`config.mk`:
```
export PLATFORM = sky130hd
export DESIGN_NAME = switch_debounce4
export DESIGN_NICKNAME = d
export VERILOG_FILES = /design/src/rtl/switch_debounce4.sv
export SDC_FILE = /design/constraint.sdc
export NUM_CORES = 1
export LEC_CHECK = 0
export CAP_MARGIN = 40
export CORE_UTILIZATION = 30
export DETAILED_ROUTE_END_ITERATION = 10
export HOLD_SLACK_MARGIN = 0.03
export PLACE_DENSITY_LB_ADDON = 0.2
export SLEW_MARGIN = 20
export SYNTH_ARGS = -nofsm -noshare
export SYNTH_HDL_FRONTEND = slang
export SYNTH_SLANG_ARGS = --single-unit
```
`constraint.sdc`:
```
create_clock -name clk -period 1.64 [get_ports clk]
set_clock_uncertainty 0.05 [all_clocks]
set_input_delay 0.328 -clock clk [delete_from_list [all_inputs] [get_ports clk]]
set_output_delay 0.328 -clock clk [all_outputs]
set_load 0.02 [all_outputs]
```
`src/rtl/switch_debounce4.sv`:
```
// ---------------------------------------------------------------------------
// switch_debounce4
//
// Debounces four raw mechanical switch inputs. The debounced levels feed a
// downstream 4-input AND stage. Each channel is first synchronized. The
// channel output only follows a new level after that level has been seen for
// DEBOUNCE_CYCLES consecutive synchronized cycles.
//
// Parameters
//   DEBOUNCE_CYCLES : consecutive synchronized cycles a new level must hold
//                     before the output follows (legal 1..255)
//
// Ports
//   clk     : single clock, all state updates on the rising edge
//   rst_n   : asynchronous active-low reset
//   sw_in   : raw bouncing switch levels, bit0->a, bit1->b, bit2->c, bit3->d
//   a..d    : debounced levels (registered)
//   rise    : one-cycle pulse per channel when its debounced level goes 0->1
//   fall    : one-cycle pulse per channel when its debounced level goes 1->0
//   busy    : high while any channel has a nonzero debounce count
// ---------------------------------------------------------------------------
module switch_debounce4 #(
   parameter int DEBOUNCE_CYCLES = 4
) (
   input  logic       clk,
   input  logic       rst_n,
   input  logic [3:0] sw_in,
   output logic       a,
   output logic       b,
   output logic       c,
   output logic       d,
   output logic [3:0] rise,
   output logic [3:0] fall,
   output logic       busy
);

   localparam int CW = $clog2(DEBOUNCE_CYCLES + 1);
   // The count value on which a mismatching channel takes its new level.
   localparam logic [CW-1:0] CNT_LAST = CW'(DEBOUNCE_CYCLES - 1);

   logic [3:0]    sync1_q, sync1_d;
   logic [3:0]    sync2_q, sync2_d;
   logic [CW-1:0] cnt_q [4];
   logic [CW-1:0] cnt_d [4];
   logic [3:0]    out_q, out_d;
   logic [3:0]    rise_q, rise_d;
   logic [3:0]    fall_q, fall_d;

   // Two-flop synchronizer. Only sync2_q is used by the debounce logic.
   always_comb begin
      sync1_d = sw_in;
      sync2_d = sync1_q;
   end

   // Per-channel debounce. A sample equal to the current output clears the
   // count, so any bounce back restarts the qualification window. Edge pulses
   // are computed together with the output load. They are therefore
   // registered alongside it and show up in the first cycle of the new level.
   always_comb begin
      for (int i = 0; i < 4; i++) begin
         cnt_d[i]  = cnt_q[i];
         out_d[i]  = out_q[i];
         rise_d[i] = 1'b0;
         fall_d[i] = 1'b0;
         if (sync2_q[i] == out_q[i]) begin
            cnt_d[i] = '0;
         end else if (cnt_q[i] == CNT_LAST) begin
            out_d[i]  = sync2_q[i];
            cnt_d[i]  = '0;
            rise_d[i] = sync2_q[i];
            fall_d[i] = ~sync2_q[i];
         end else begin
            cnt_d[i] = cnt_q[i] + CW'(1);
         end
      end
   end

   // busy is taken directly from the count flops, so reset clears it at once.
   always_comb begin
      busy = 1'b0;
      for (int i = 0; i < 4; i++) begin
         busy = busy | (cnt_q[i] != '0);
      end
   end

   always_ff @(posedge clk or negedge rst_n) begin
      if (!rst_n) begin
         sync1_q <= '0;
         sync2_q <= '0;
         out_q   <= '0;
         rise_q  <= '0;
         fall_q  <= '0;
         for (int i = 0; i < 4; i++) begin
            cnt_q[i] <= '0;
         end
      end else begin
         sync1_q <= sync1_d;
         sync2_q <= sync2_d;
         out_q   <= out_d;
         rise_q  <= rise_d;
         fall_q  <= fall_d;
         for (int i = 0; i < 4; i++) begin
            cnt_q[i] <= cnt_d[i];
         end
      end
   end

   assign a    = out_q[0];
   assign b    = out_q[1];
   assign c    = out_q[2];
   assign d    = out_q[3];
   assign rise = rise_q;
   assign fall = fall_q;

endmodule

```
**After elaboration in Yosys (flattened, before gate mapping)**

Cells that the tools add are included.

- Flip-flop bits (word level): 32
- Logic and storage cells: 67

- Add/subtract/negate cells: 4
- Equal/unequal tests: 8
- Muxes and demuxes: 24
- Bitwise logic cells: 11
- Reductions and logical operators: 8

Operators with widths:

| operator | number |
|---|---|
| $mux 3 | 8 |
| $mux 1 | 16 |
| $add 3x1->3 const B | 4 |
| $eq 3x2->1 const B | 4 |
| $reduce_bool 3->1 | 4 |
| $not 1->1 | 8 |
| $reduce_and 2->1 | 4 |
| $eq 1x1->1 | 4 |
| $or 1x1->1 | 3 |

**Longest topological paths before layout**

Gate-level depths: netlist of the first run.

- Depth after elaboration: 4
- Mapped depth: 4
- Gate-level depth less buffers: 4

**Worst setup path after synthesis of the first run**

Ideal clock, no wire load.

- Path type: flip-flop to output port
- Start: reg cnt_q[6] (netlist name)
- End: out busy
- Data arrival time: 1.017 ns
- Data required time: 1.262 ns
- Slack: 0.245 ns
- Stages on the path, launching flop included: 5
- Path through: dfrtp_1 > inv_1 > ha_1 > nor4b_1 > nand4_1

- Longest elaborated chain between the ends: 4

Ends and longest elaborated chain:

| what | line | source |
|---|---|---|
| from (decl) | 43 | `logic [CW-1:0] cnt_q [4];` |
| from (signal, indexed assignment) | 103 | `cnt_q[i] <= cnt_d[i];` |
| $reduce_bool 3->1 | 82 | `busy = busy \| (cnt_q[i] != '0);` |
| $or 1x1->1 (3 in a row) | 82 |  |
| to (decl) | 34 | `output logic busy` |

Every way passes these cells.

**Worst setup path after layout of the first run**

Ends and elaborated chain as after synthesis.

==> results.md, run 1 <==
- Mean routed wirelength per cell: 10.6 um
- Worst skew pair latency: approximately 0.28 ns
- Worst Path Required: 1.26 ns
- Slew Viols, Final: 0
- Period utilization: 104%
- Initial Utilization: about a third
- Min-delay worst type: register to register
- Synth top area share: 65.0%
- Maximum VDD drop: 0.000543 V
- Hold buffers post-CTS: 0
- Crit start category: register
- Most frequent cell after synthesis: dfrtp_1
- Setup Crit Path Kind: register to output port
- Die footprint: 4370 um^2
- Hpwl dp: 1290 um
- RD Place Congestion: 0.705
- Power Density: 1480 nW/um^2
- Synthesized cell area: 1230 um^2
- Initial drt markers: 6
- CP Capture Type: output port
- Core Area: 3800 um^2
- Asr flop ratio synth: 100%
- Layout Area Growth over Synthesis: 34.7%
- Data arrival, critical path: between 1 and 1.5 ns
- Final hold violations: 0
- Seq/Total Area, Yosys: 65.0%
- Slew headroom: between 70 and 80%
- Final setup fails: 1
- IO buf count: 18
- CP max FO: 2
- Fraction of layout cells with a size suffix above 1: 22.3%
- FMAX: 584 MHz
- Setup WS post-layout: -0.0717 ns
- Period minus WS final: 1.71 ns
- Post-synthesis cell count: 83
- Clk root buf: clkbuf_8
- CTS tree: built
- Number of diodes: 0
- Post-synth EDFFs: 0
- Worst-Margin Slew: 0.386 ns
- WHS: 0.297 ns
- Failing checks: setup timing
- Largest net degree at the start of global routing: 33
- Syn Area/Cell: 14.8 um^2
- Largest stage delay on the critical path: 0.37 ns
- Clock transition at path regs: 0.06 ns
- Vias in the first global route: between 700 and 800
- Unrepaired setup endpoints after global routing: true
- First-pass GRT wire length: a little over 3000 um
- Worst path cell trace: inv_1 -> ha_1 -> nor4b_4 -> nand4_1 -> buf_4
- Ranking of synthesized cells by area: dfrtp_1 (65%), ha_1 (8.1%), nor3b_1 (4.3%)
- Initial DRT Pass Iterations: 4
- Status: finished with violations
- #FFs+latches synth: 32
- GRT Overall Usage: 10.3%
- Clock buffer depth: 2
- Yosys warnings: 0
- Max-Cap Viols: 0
- Initial antenna violation count: 0
- Die span in x: 66.1 um
- Congestion Overflow GR: 0
- Worst path top cell family by delay: flip-flops
- Post-route DRC violation count: 0
- Total power: 2.45 mW
- CP max-delay cell: dfrtp_1
- Drt total wl: between 1500 and 2000 um
- Synth Net Count: 97
- Vias: 711
- Most frequent cells after synthesis: dfrtp_1 (32), ha_1 (8), inv_1 (8), nor3b_1 (7), and3b_1 (6)
- CTS Buf Count: 5
- Leakage: 0.801 nW
- Die Ht: 66.1 um
- Synth Flop Type: dfrtp_1
- Leading area contributor after synthesis: dfrtp_1
- Core Rows: 22
- Final #Nets: 134
- H-tree depth: 2
- Final ANT Viol Nets: 0
- IO Pins: 19
- Netlist cell types: 14
- Crit path buffers/inverters: 2
- # clock sinks: 32
- Vias/cell: 4.21
-- state kept, by name (all words and copies together) (netlist names) --
signal	flops
sync2_q	4
sync1_q	4
cnt_q	12
fall	4
rise	4
out_q	4
-- per-layer routing --
layer / part of all wire (%) / up-vias / wire [um] / track usage (%)
met5: 0 / - / 0 / 0
met4: 3.1 / 0 / 55 / 7.18
met3: 5.7 / 6 / 102 / 5.69
met2: 50 / 14 / 902 / 16.7
met1: 41 / 347 / 729 / 9.97
li1: - / 344 / - / -
-- path summary, 6_finish.rpt --
kind / from / endpoint / slack (ns) / cells past startpoint
worst max-delay path: cnt_q[6] / busy / -0.07 / 5
worst min-delay path: sync1_q[0] / sync2_q[0] / 0.30 / 0
worst max register to register: cnt_q[6] / out_q[1] / 0.25 / 5
worst min register to register: sync1_q[0] / sync2_q[0] / 0.30 / 0
max in group asynchronous: rst_n / rise[0] / 0.87 / 2
min in group asynchronous: rst_n / sync2_q[1] / 0.39 / 2
-- stage by stage --
stage	std cells	setup WS (ns)	util, %	TNS [ns]	area [um^2]
2_1_floorplan	83	0.245	-	0	1230
3_3_place_gp	159	-0.200	40.7	-0.200	1550
3_5_place_dp	159	-0.244	40.7	-0.244	1550
4_1_cts	167	-0.105	43.3	-0.105	1650
5_1_grt	169	-0.145	43.7	-0.145	1660
6_report	169	-0.0717	43.7	-0.0717	1660
-- cells in the final DEF, fill, tap and decap left out --
cell type	n
and3b_1	6
buf_4	13
clkbuf_1	2
clkbuf_8	6
clkdlybuf4s50_1	13
dfrtp_1	32
dlygate4sd2_1	4
ha_1	8
inv_1	8
mux2_1	1
mux2_2	3
nand2b_4	1
nand4_1	1
nor2b_1	5
nor2b_4	3
nor3_1	3
nor3b_1	7
nor4b_4	1
xnor2_1	4
-- timing repair --
action / CTS / global route
resized for setup: 11 / 0
endpoints found under the hold margin: 0 / 0
pin swaps: 1 / 1
buffers inserted: 0 / 2
setup endpoints to repair: 5 / 1
-- layout make-up --
class / instances / area (um^2)
multi-input cells: 43 / 417
well taps: 48 / 60.1
clock buffers: 8 / 90.1
flip-flops and latches: 32 / 801
fillers: 366 / 2140
repair buffers: 30 / 263
inverters: 8 / 30.0
-- power breakdown --
group | internal [mW] | switching, mW
registers | 0.943 | 0.105
logic | 0.441 | 0.356
clock network | 0.342 | 0.265
total | 1.73 | 0.727
-- kinds of logic (layout without fill, tap and decap cells) --
group / count (synthesis) / in the layout / share of synthesized area, %
xor+xnor: 4 / 4 / 2.84
fa+ha+maj: 8 / 8 / 8.12
buf+inv: 8 / 46 / 2.44
flops: 32 / 32 / 65.0
mux: 4 / 4 / 3.65
simple gates: 27 / 27 / 18.0
Power figures use the tool's default switching activity.
==> inputs of run 2 (changes only) <==
SETUP_SLACK_MARGIN = 0.02   (was default)
==> run 2 against run 1 <==
  * The flow still finishes with violations (setup timing)
  * Sequential power is essentially flat
  * Sequential share of layout area fell by 0.22 points
  * Via count is the same
  * Total power barely moved
  * Utilization rose by 0.20 points
  * Setup slack unchanged
  * Count of clock-buffer cells in the layout is the same
  * First-iteration DRC count is the same
==> results.md, run 2 (synthesis results as in run 1) <==
- RD Place Congestion: 0.705
- Post-route DRC violation count: 0
- Die Ht: 66.1 um
- Largest net degree at the start of global routing: 33
- Die footprint: around 4400 um^2
- IO buf count: 18
- GRT Overall Usage: 10.3%
- Setup TNS: -0.0717 ns
- Slew headroom: between 70% and 80%
- FMAX: 584 MHz
- Vias: 711
- Status: finished with violations
- CP max FO: 2
- Slew Viols, Final: 0
- Place WS: -0.244 ns
- Final setup fails: 1
- Area after DPL: 1550 um^2
- Leakage: 0.856 nW
- Core Rows: 22
- Period minus WS final: 1.71 ns
- Power Density: 1470 nW/um^2
- Initial DRT Pass Iterations: 4
- Clock buffer depth: 2
- Layout Area Growth over Synthesis: 35.3%
- Hpwl dp: 1290 um
- Final hold violations: 0
- CP startpoint: cnt_q[6]
- First-pass GRT wire length: 3080 um
- Total power: 2.45 mW
- Worst skew pair latency: 0.28 ns
- Commonest non-fill, non-tap cells in the layout: dfrtp_1 (32), buf_4 (13), clkdlybuf4s50_1 (10)
- RR Endpoint: out_q[1]
- Die span in x: 66.1 um
- R2r startpoint: cnt_q[6]
- WHS: 0.297 ns
- Final ANT Viol Nets: 0
- Setup WS post-layout: -0.0717 ns
- Max reg flops: 12
- Clock transition at path regs: roughly 0.060 ns
- Crit start category: register
- Fraction of layout cells with a size suffix above 1: 22.3%
- Finished Cell Area: 1670 um^2
- Core Area: 3800 um^2
- R2R depth: 5
- Vias/cell: 4.21
- H-tree depth: 2
- Initial drt markers: 6
- Setup Crit Path Kind: register to output port
- Min-delay worst type: register to register
- CTS Buf Count: 5
- CP Capture Type: output port
- Period utilization: 104%
- Failing checks: setup timing
- Worst-Margin Slew: 0.386 ns
- Unrepaired setup endpoints after global routing: true
- Vias in the first global route: approximately 750
- Initial antenna violation count: 0
- Max-Cap Viols: 0
- Clk root buf: clkbuf_8
- Setup crit end: busy
- Congestion Overflow GR: 0
- Initial Utilization: 32.4%
- Number of diodes: 0
- Most common cell after layout, fill and taps aside: dfrtp_1
- Fillers: roughly 370
- CTS tree: built
- R2r setup slk: about 0.25 ns
- Worst Path Required: 1.26 ns
- Drt total wl: approximately 1800 um
- Data arrival, critical path: ~1.3 ns
- Mean routed wirelength per cell: 10.6 um
- Final #Nets: 134
- # clock sinks: 32
- Reg with most FFs: cnt_q
- Maximum VDD drop: 0.000543 V
- IO Pins: 19
run 2: power breakdown:
| part | switching [mW] | total, mW | internal (mW) |
|---|---|---|---|
| sequential | 0.105 | 1.05 | 0.943 |
| combinational | 0.356 | 0.796 | 0.440 |
| clock | 0.265 | 0.607 | 0.342 |
run 2: how the worst min path moves through the flow:
stage	cells after the start	slack, ns	to	from
after floorplan	0	-0.02	cnt_q[0]	rst_n
after global placement	0	0.28	sync2_q[0]	sync1_q[0]
after detailed placement	0	0.28	sync2_q[0]	sync1_q[0]
after CTS	0	0.30	sync2_q[0]	sync1_q[0]
after global routing	0	0.31	sync2_q[1]	sync1_q[1]
final	0	0.30	sync2_q[0]	sync1_q[0]
run 2: layer usage:
| metal | GRT usage, % | part of all wire [%] | vias to the layer above |
|---|---|---|---|
| met4 | 7.18 | 3.1 | 0 |
| li1 | - | - | 344 |
| met5 | 0 | 0 | - |
| met3 | 5.69 | 5.7 | 6 |
| met2 | 16.7 | 50 | 14 |
| met1 | 9.97 | 41 | 347 |
run 2: worst max-delay path, stage by stage, from the launching register on:
cell and delay, ns:
dfrtp_1 0.37, inv_1 0.06, ha_1 0.14, nor4b_4 0.18, nand4_1 0.13, buf_4 0.18
run 2: what timing repair did:
item / 4_1_cts / 5_1_grt
pin swaps: 1 / 1
buffers inserted: 0 / 2
gates resized for setup: 11 / 3
setup endpoints to repair: 5 / 4
hold buffers: 0 / 0
run 2: final cells by class:
cell class	count	area [um^2]	area share [%]
flip-flops and latches	32	801	48.0
multi-input cells	43	417	25.0
repair buffers	30	270	16.2
clock buffers	8	90.1	5.40
well taps	48	60.1	3.60
inverters	8	30.0	1.80
run 2: metrics by stage:
step                util (%)  cells
finish                  43.9    169
global route            43.9    169
floorplan                  -     83
CTS                     43.3    167
global placement        40.7    159
detailed placement      40.7    159
==> inputs of run 3 (changes only) <==
HOLD_SLACK_MARGIN = default   (was 0.03)
==> results of run 3 <==
Same layout as run 2: the final DEF is identical, and so are final timing and power.
==> patch, RTL diff (flow settings as in run 3) <==
`DEBOUNCE_CYCLES`: 4 -> 8.
--- a/src/rtl/switch_debounce4.sv
+++ b/src/rtl/switch_debounce4.sv
@@ -20,7 +20,7 @@
 //   busy    : high while any channel has a nonzero debounce count
 // ---------------------------------------------------------------------------
 module switch_debounce4 #(
-   parameter int DEBOUNCE_CYCLES = 4
+   parameter int DEBOUNCE_CYCLES = 8
 ) (
    input  logic       clk,
    input  logic       rst_n,
Formal check against the unedited RTL: not equivalent (Yosys sat finds a counterexample within 10 cycles, from zero or initial values and one cycle with rst_n low).
==> patch against run 3 <==
The run still ends with negative setup slack left; maximum frequency shrank 3.8%; sequential share of layout area shrank 5.3 points; total power grew 22%; sequential cell count is 4 higher; routed wire length rose by 37%; synthesized area is 21% higher; die area is 21% higher; final area rose by 26%; non-clock buffer count grew 10; setup slack got worse by 0.067 ns; core utilization grew 0.46 points; final cell count is 34% higher; largest cell class unchanged.
==> patch: results (changes against run 3) <==
| Metric | Value |
|---|---|
| Violated checks | `negative setup slack` |
| Status | `complete, but fails checks` |
| Post-Syn Nets | `126 (+30%)` |
| Maximum number of pins on one net before global-route repair | `37 (+12%)` |
| Synth top area cells | `dfrtp_1, ha_1, nand3b_4, xnor2_1, mux2_4` |
| Peak VDD IR | `0.6686 mV (+23%)` |
| Crit Path Max Fanout | `2 (unchanged)` |
| Post-Place Setup Slack | `-0.3353 ns (-0.09110 ns)` |
| HPWL after detailed placement | `1.728 mm (+34%)` |
| Setup TNS | `-0.1390 ns (-0.06729 ns)` |
| Fillcell total | `456 (+24%)` |
| Layout Nets | `173 (+29%)` |
| Reg with most FFs | `cnt_q` |
| Final WS setup | `-0.1390 ns (-0.06729 ns)` |
| H-tree depth | `2 (unchanged)` |
| Crit path DAT | `1.40 ns (+0.07 ns)` |
| Ant diodes | `0 (unchanged)` |
| Total GRT Usage | `11.37% (+1.0 points)` |
| Reg2Reg Depth | `6 (+1)` |
| Post-Place Cells | `217 (+36%)` |
| R2r setup slk | `0.09 ns (-0.16 ns)` |
| WL final | `2.455 mm (+37%)` |
| Slew headroom | `72.98% (-1.3 points)` |
| Post-synthesis xor/xnor area fraction | `4.690% (+1.8 points)` |
| Most frequent cells after synthesis | `dfrtp_1, nor2_1` |
| Initial DRC Count | `21 (+15)` |
| Largest stage delay, worst path | `0.39 ns (+0.02 ns)` |
| Max reg flops | `16 (+4)` |
| Final setup violation count | `1 (unchanged)` |
| Register area share after synthesis | `60.30% (-4.7 points)` |
| Vias in the first global route | `1018 (+36%)` |
| Cells after Synth | `112 (+35%)` |
| Vias | `934 (+31%)` |
| Multiplexer share of the synthesized area | `6.700% (+3.0 points)` |
| Switching Share | `31.01% (+1.4 points)` |
| Worst Hold Launch | `sync1_q[3]$_DFF_PN0_` |
| Layout cell share with drive strength beyond 1 | `30.00% (+7.7 points)` |
| Critical Path Start | `cnt_q[4]$_DFF_PN0_` |
| Hold_ws | `0.3031 ns (+0.006098 ns)` |
| First-pass GRT wire length | `4.498 mm (+46%)` |
| Drt first pass iters | `3 (-1)` |
| Leakage power | `1.232 nW (+44%)` |
| WL/cell | `10.81 um (+1.8%)` |
| Routability Congestion | `0.7876 (+12%)` |
| Synth Area in Adders | `6.700% (-1.4 points)` |
patch: path summary, 6_finish.rpt:
check / to
worst min register to register: sync2_q[3]$_DFF_PN0_
max in group asynchronous: rise[3]$_DFF_PN0_
worst max-delay path: busy
worst min-delay path: sync2_q[3]$_DFF_PN0_
worst max register to register: out_q[2]$_DFFE_PN0P_
min in group asynchronous: fall[1]$_DFF_PN0_
patch: logic make-up (layout without fill, tap and decap cells):
logic type / Yosys count / in the layout
xor+xnor: 8 / 8
mux: 8 / 8
fa+ha+maj: 8 / 8
buf+inv: 8 / 56
simple gates: 44 / 44
flops: 36 / 36
patch: repair_timing:
action,4_1_cts,5_1_grt
buffers inserted,2,1
resized for setup,20,9
pin swaps,3,1
endpoints found under the setup margin,5,6
patch: final cells by class:
class	count	area [um2]	share of cell area (%)
Timing Repair Buffer	40	366.6	17.38
Sequential cell	36	900.9	42.70
Clock inverter	2	10.01	0.4745
Inverter	8	30.03	1.423
Clock buffer	6	82.58	3.915
Tap cell	67	83.83	3.974
Multi-Input combinational cell	68	635.6	30.13
patch: metal layers:
layer	GRT usage, %	up-vias	wire, um
li1	-	460	-
met1	13.84	458	1099
met2	17.86	14	1217
met3	4.583	2	113
met4	4.793	0	24
met5	0	-	0
patch: power by group through the flow:
| stage | Clock (mW) | Sequential [mW] | Combinational (mW) |
|---|---|---|---|
| 2_1_floorplan | 0 | 1.28 | 0.470 |
| 3_3_place_gp | 0 | 1.19 | 1.02 |
| 3_5_place_dp | 0 | 1.20 | 1.05 |
| 4_1_cts | 0.657 | 1.20 | 1.11 |
| 5_1_grt | 0.699 | 1.23 | 1.29 |
| 6_report | 0.624 | 1.20 | 1.16 |
patch: per-stage QoR:
step / instance area, um2 / power (mW)
after global placement: 1921 / 2.208
after CTS: 2062 / 2.966
after global routing: 2110 / 3.224
after floorplan: 1494 / 1.747
final: 2110 / 2.985
after detailed placement: 1921 / 2.243
